## config.mk

```make
export PLATFORM = sky130hd
export DESIGN_NAME = wb_arbiter
export DESIGN_NICKNAME = d
export VERILOG_FILES = /design/src/rtl/wb_pkg.sv /design/src/rtl/wb_watchdog.sv /design/src/rtl/wb_arbiter.sv
export SDC_FILE = /design/constraint.sdc
export NUM_CORES = 1
export LEC_CHECK = 0
export ABC_AREA = 1
export CAP_MARGIN = 20
export CORE_AREA = 2 2 123 125
export CTS_BUF_LIST = sky130_fd_sc_hd__clkbuf_4
export DETAILED_ROUTE_END_ITERATION = 6
export DIE_AREA = 0 0 125 127
export PLACE_DENSITY = 0.63
export SLEW_MARGIN = 10
export SYNTH_ARGS = -nofsm -noshare
export SYNTH_HDL_FRONTEND = slang
export SYNTH_HIERARCHICAL = 1
export SYNTH_SLANG_ARGS = --single-unit
```

## constraint.sdc

```tcl
create_clock -name clk_i -period 4.46 [get_ports clk_i]
set_input_delay 0.446 -clock clk_i [delete_from_list [all_inputs] [get_ports clk_i]]
set_output_delay 0.446 -clock clk_i [all_outputs]
set_load 0.1 [all_outputs]
```

## src/rtl/wb_pkg.sv

```systemverilog
// Shared types for the two-master Wishbone arbiter.
package wb_pkg;

    typedef enum logic [1:0] {
        ARB_IDLE = 2'd0,
        ARB_OWN0 = 2'd1,
        ARB_OWN1 = 2'd2
    } arb_state_t;

    // Owner state for the master selected by a one-bit index.
    function automatic arb_state_t own_state(input logic idx);
        return idx ? ARB_OWN1 : ARB_OWN0;
    endfunction

endpackage

```

## src/rtl/wb_watchdog.sv

```systemverilog
// Transfer watchdog: counts stalled strobe cycles and flags a one-cycle expiry on the terminal count.
module wb_watchdog #(
    parameter int unsigned TIMEOUT = 255
) (
    input  logic clk_i,
    input  logic rst_i,
    input  logic clr_i,
    input  logic run_i,
    output logic expire_o
);

    localparam int unsigned WD_W = $clog2(TIMEOUT + 1);
    localparam logic [WD_W-1:0] TERM = WD_W'(TIMEOUT - 1);

    logic [WD_W-1:0] r_cnt;

    // A simultaneous clear (slave termination) always beats expiry.
    assign expire_o = run_i & ~clr_i & (r_cnt == TERM);

    always_ff @(posedge clk_i or posedge rst_i) begin
        if (rst_i) begin
            r_cnt <= '0;
        end else if (clr_i | expire_o) begin
            r_cnt <= '0;
        end else if (run_i && (r_cnt != TERM)) begin
            r_cnt <= r_cnt + 1'b1;
        end
    end

endmodule

```

## src/rtl/wb_arbiter.sv

```systemverilog
// Two-master, one-slave classic Wishbone arbiter with round-robin grant, cycle lock and watchdog.
module wb_arbiter
    import wb_pkg::*;
#(
    parameter int unsigned DATA_W  = 32,
    parameter int unsigned ADDR_W  = 32,
    parameter int unsigned TIMEOUT = 255
) (
    input  logic                clk_i,
    input  logic                rst_i,
    input  logic                m0_cyc_i,
    input  logic                m0_stb_i,
    input  logic                m0_we_i,
    input  logic [DATA_W/8-1:0] m0_sel_i,
    input  logic [ADDR_W-1:0]   m0_adr_i,
    input  logic [DATA_W-1:0]   m0_dat_i,
    output logic [DATA_W-1:0]   m0_dat_o,
    output logic                m0_ack_o,
    output logic                m0_err_o,
    input  logic                m1_cyc_i,
    input  logic                m1_stb_i,
    input  logic                m1_we_i,
    input  logic [DATA_W/8-1:0] m1_sel_i,
    input  logic [ADDR_W-1:0]   m1_adr_i,
    input  logic [DATA_W-1:0]   m1_dat_i,
    output logic [DATA_W-1:0]   m1_dat_o,
    output logic                m1_ack_o,
    output logic                m1_err_o,
    output logic                s_cyc_o,
    output logic                s_stb_o,
    output logic                s_we_o,
    output logic [DATA_W/8-1:0] s_sel_o,
    output logic [ADDR_W-1:0]   s_adr_o,
    output logic [DATA_W-1:0]   s_dat_o,
    input  logic [DATA_W-1:0]   s_dat_i,
    input  logic                s_ack_i,
    input  logic                s_err_i,
    output logic                busy_o
);

    localparam int unsigned SEL_W = DATA_W / 8;

    arb_state_t r_state;
    logic       r_last_owner;

    logic              w_req0;
    logic              w_req1;
    logic              w_grant;
    logic              w_term;
    logic              w_wd_err;
    logic              w_o_cyc;
    logic              w_o_stb;
    logic              w_o_we;
    logic [SEL_W-1:0]  w_o_sel;
    logic [ADDR_W-1:0] w_o_adr;
    logic [DATA_W-1:0] w_o_dat;
    logic              w_ack;
    logic              w_err;

    assign w_req0  = m0_cyc_i & m0_stb_i;
    assign w_req1  = m1_cyc_i & m1_stb_i;
    assign w_grant = (r_state == ARB_IDLE) & (w_req0 | w_req1);
    assign w_term  = s_ack_i | s_err_i;

    // Request mux: everything reads zero while idle.
    always_comb begin
        w_o_cyc = 1'b0;
        w_o_stb = 1'b0;
        w_o_we  = 1'b0;
        w_o_sel = '0;
        w_o_adr = '0;
        w_o_dat = '0;
        unique case (r_state)
            ARB_OWN0: begin
                w_o_cyc = m0_cyc_i;
                w_o_stb = m0_stb_i;
                w_o_we  = m0_we_i;
                w_o_sel = m0_sel_i;
                w_o_adr = m0_adr_i;
                w_o_dat = m0_dat_i;
            end
            ARB_OWN1: begin
                w_o_cyc = m1_cyc_i;
                w_o_stb = m1_stb_i;
                w_o_we  = m1_we_i;
                w_o_sel = m1_sel_i;
                w_o_adr = m1_adr_i;
                w_o_dat = m1_dat_i;
            end
            default: begin
            end
        endcase
    end

    wb_watchdog #(
        .TIMEOUT (TIMEOUT)
    ) u_watchdog (
        .clk_i    (clk_i),
        .rst_i    (rst_i),
        .clr_i    (w_grant | w_term | ~w_o_stb),
        .run_i    (w_o_stb),
        .expire_o (w_wd_err)
    );

    // Slave terminations only count while the owner is strobing.
    assign w_ack = w_o_stb & s_ack_i;
    assign w_err = (w_o_stb & s_err_i) | w_wd_err;

    assign s_cyc_o = w_o_cyc;
    assign s_stb_o = w_o_stb & ~w_wd_err;
    assign s_we_o  = w_o_we;
    assign s_sel_o = w_o_sel;
    assign s_adr_o = w_o_adr;
    assign s_dat_o = w_o_dat;

    assign m0_ack_o = (r_state == ARB_OWN0) & w_ack;
    assign m0_err_o = (r_state == ARB_OWN0) & w_err;
    assign m1_ack_o = (r_state == ARB_OWN1) & w_ack;
    assign m1_err_o = (r_state == ARB_OWN1) & w_err;
    assign m0_dat_o = s_dat_i;
    assign m1_dat_o = s_dat_i;
    assign busy_o   = (r_state != ARB_IDLE);

    // On a tie the master that did not own last wins; reset pointer favours m0.
    always_ff @(posedge clk_i or posedge rst_i) begin
        if (rst_i) begin
            r_state      <= ARB_IDLE;
            r_last_owner <= 1'b1;
        end else begin
            unique case (r_state)
                ARB_IDLE: begin
                    if (w_req0 & (~w_req1 | r_last_owner)) begin
                        r_state <= own_state(1'b0);
                    end else if (w_req1) begin
                        r_state <= own_state(1'b1);
                    end
                end
                ARB_OWN0: begin
                    if (!m0_cyc_i) begin
                        r_state      <= ARB_IDLE;
                        r_last_owner <= 1'b0;
                    end
                end
                ARB_OWN1: begin
                    if (!m1_cyc_i) begin
                        r_state      <= ARB_IDLE;
                        r_last_owner <= 1'b1;
                    end
                end
                default: r_state <= ARB_IDLE;
            endcase
        end
    end

endmodule
```

==> summary.txt <==
Synthesis
  – Synthesized area: between 0.002 and 0.0025 mm²
  – Synth Instances: around 420
  – Register area share after synthesis: 11.8%
  – Synth Net Count: around 600
  – Yosys cell types: 25
  – FF+latch count, synth: 11
  – Average cell area after synthesis: about 5.6 µm²
  – Yosys Warn Count: 6

Worst setup path
  – Worst Setup SP: r_state[1]
  – Crit start category: flip-flop
  – Reg2reg path depth: 13
  – R2R Path Start: r_state[1]
  – Maximum fanout along the worst path: 31
  – Crit path to: s_dat_o[6]
  – Reg2Reg Setup Slack: between 2 and 2.5 ns
  – Top delay family on crit path: buffers and inverters
  – CP required: around 4 ns
  – CP Cell Sequence: inv_1 > ha_2 > buf_4 > nand2_1 > a21oi_1 > clkdlybuf4s50_1
  – WP depth: 6
  – Slowest-stage cell, CP: clkdlybuf4s50_1
  – Reg2Reg Capture Point: u_watchdog/r_cnt[6]
  – Critical path type: reg -> out
  – Crit. End Element: primary output
  – CP peak stage delay: roughly 1.2 ns
  – WP buf/inv: 3
  – Worst path arrival time: roughly 3.0 ns

Power and ir drop
  – Leakage: roughly 0.0016 µW
  – Switching Power: 2250 µW
  – PwrDens: 728 mW/mm²
  – Clock share of power: approximately 2.5%
  – Comb pwr share: 93.3%
  – Sequential share of power: 4.2%
  – VDD IR max: 0.334 mV
  – Sw Share: 75.5%
  – Pint: about 730 µW

Route
  – Vias per cell: just under 4
  – DR pass1 iterations: 6
  – DR DRC count: 0
  – Routed length per instance: roughly 13 µm
  – Total number of vias: around 2.9k
  – Post-Route WL: ~9600 µm
  – Iter 0 DRT Violations: 94
  – ANT nets after route: 0

Floorplanning
  – Row cnt: 44
  – Starting Density: ~16%
  – Die X-Extent: around 130 µm
  – Die height: 127 µm
  – I/O pin cnt: about 320
  – Die area: 0.0159 mm²
  – CORE AREA: between 0.01 and 0.015 mm²

Timing
  – Pins Over Slew Limit: 0
  – Slew HR: 32.8%
  – Setup total negative slack: 0 ns
  – Final setup vio count: 0
  – Final Hold Fails: 0
  – F_max: 289 MHz
  – RSZ-0062 raised after global routing: false
  – Hold slack: slightly above 0.4 ns
  – Worst Tran Pin Value: between 1 and 1.5 ns
  – Period minus WS final: between 3 and 4 ns
  – Period utilization: around 80%
  – Final Skew: 0.00127 ns

GRT
  – Vias in the first global route: between 2k and 3k
  – Global route overflow: 0
  – First-pass GRT wire length: around 15,000 µm
  – Antenna violations before repair: 0
  – Largest net degree at the start of global routing: 42
  – Tot GR Track Use: 11.0%

Clock network
  – Clock buffer depth: 2
  – # resized after CTS: 0
  – Clk sink count: 11
  – H-tree levels: 1
  – TritonCTS clock tree: done
  – Post-CTS setup buffer count: 0
  – Root Buffer: clkbuf_4
  – Clk slew on worst S/H paths: ~0.070 ns
  – Hold_buf cts: 0
  – Clk_lat worst skew: around 0.27 ns
  – Inserted Clock Buffers: 3

Run
  – Max_cap viols: 0

Placed design
  – Detailed Place HPWL: around 7600 µm
  – IO buf count: around 220
  – Placer Congestion: ~0.78

Layout
  – Number of diodes: 0
  – Fraction of layout cells with a size suffix above 1: around 14%
  – Nets: 745
  – Area Overhead vs Synth: 75.2%

Hold path
  – HP Class: in -> async

Status
  – Status: finished clean
cell usage after synthesis:
master / n / area, µm²
nand2_4: 1 / 11.3
o21ai_1: 1 / 5.00
nand3_1: 11 / 55.1
ha_1: 6 / 75.1
inv_1: 16 / 60.1
nor2_4: 2 / 22.5
o21bai_1: 2 / 15.0
clkinv_2: 1 / 5.00
buf_6: 2 / 22.5
nand2_2: 6 / 37.5
buf_2: 11 / 55.1
dfrtp_1: 10 / 250
a21oi_1: 72 / 360
nand2_1: 173 / 649
nor2_2: 1 / 6.26
buf_4: 72 / 541
nor2_1: 19 / 71.3
nand3b_4: 1 / 20.0
dfstp_2: 1 / 26.3
clkbuf_1: 2 / 7.51
nor3_1: 1 / 5.00
nand4_1: 1 / 6.26
nand3b_1: 1 / 7.51
xor2_1: 1 / 8.76
inv_2: 4 / 15.0
registers in the layout (all words and copies together) (netlist names):
signal,flops
r_state,2
r_last_owner,1
u_watchdog/r_cnt,8
worst reg2reg max path, delay by kind of cell, from the launching register on:
family / cells / cell delay, ns
simple gates: 11 / 1.15
fa+ha+maj: 1 / 0.61
flops: 1 / 0.41
buf+inv: 1 / 0.10
cells by family after synthesis:
logic type	synth area share [%]
AND/OR/NAND/NOR	38.1
XOR/XNOR	0.375
flip-flops	11.8
buffers and inverters	30.2
AO/OA/AOI/OAI	16.3
adder cells (fa/ha/maj)	3.21
how the worst min path moves through the flow:
stage                    to  slack, ns
2_1_floorplan    r_state[0]       0.20
6_report         r_state[0]       0.41
5_1_grt          r_state[0]       0.42
4_1_cts          r_state[0]       0.40
3_3_place_gp   r_last_owner       0.49
3_5_place_dp   r_last_owner       0.50
power groups by stage:
| stage | logic (µW) | registers [µW] | clock network [µW] |
|---|---|---|---|
| after CTS | 2810 | 125 | 78.7 |
| final | 2780 | 124 | 75.8 |
| after global placement | 2810 | 125 | 0 |
| after global routing | 2940 | 127 | 82.4 |
| after floorplan | 2460 | 124 | 0 |
| after detailed placement | 2800 | 127 | 0 |
cell type report:
cell class / count / area (µm²)
fillers: 1583 / 10300
repair buffers: 225 / 2120
multi-input cells: 299 / 1360
flip-flops and latches: 11 / 277
well taps: 184 / 230
inverters: 21 / 80.1
clock buffers: 4 / 30.0
per-layer routing:
layer  track usage (%)  up-vias  wire length, µm
met5                 0        -                0
met4              4.18        0              340
met3              2.89       38              765
met2              18.9      134             4650
met1              13.2     1236             3810
li1                  -     1523                -
through the flow:
stage               util [%]  cells  area, µm²  power [µW]  setup slack [ns]
floorplan                  -    418       2340        2580             0.545
global placement        28.2    740       4070        2940              1.29
detailed placement      28.2    740       4070        2930              1.28
CTS                     28.4    744       4100        3020             0.968
global route            28.4    744       4100        3140             0.803
finish                  28.4    744       4100        2980             0.994
placed cells by master, fill, tap and decap left out, drive strengths merged:
cell / netlist / final
clkinv: 1 / 1
inv: 20 / 20
a21oi: 72 / 72
nor3: 1 / 1
xor2: 1 / 1
o21bai: 2 / 2
nand2: 180 / 180
buf: 85 / 53
clkdlybuf4s50: 0 / 172
clkbuf: 2 / 4
dfstp: 1 / 1
o21ai: 1 / 1
nor2: 22 / 22
dfrtp: 10 / 10
nand3b: 2 / 2
nand3: 11 / 11
nand4: 1 / 1
ha: 6 / 6
No activity file was read; power rests on OpenSTA's default activity.
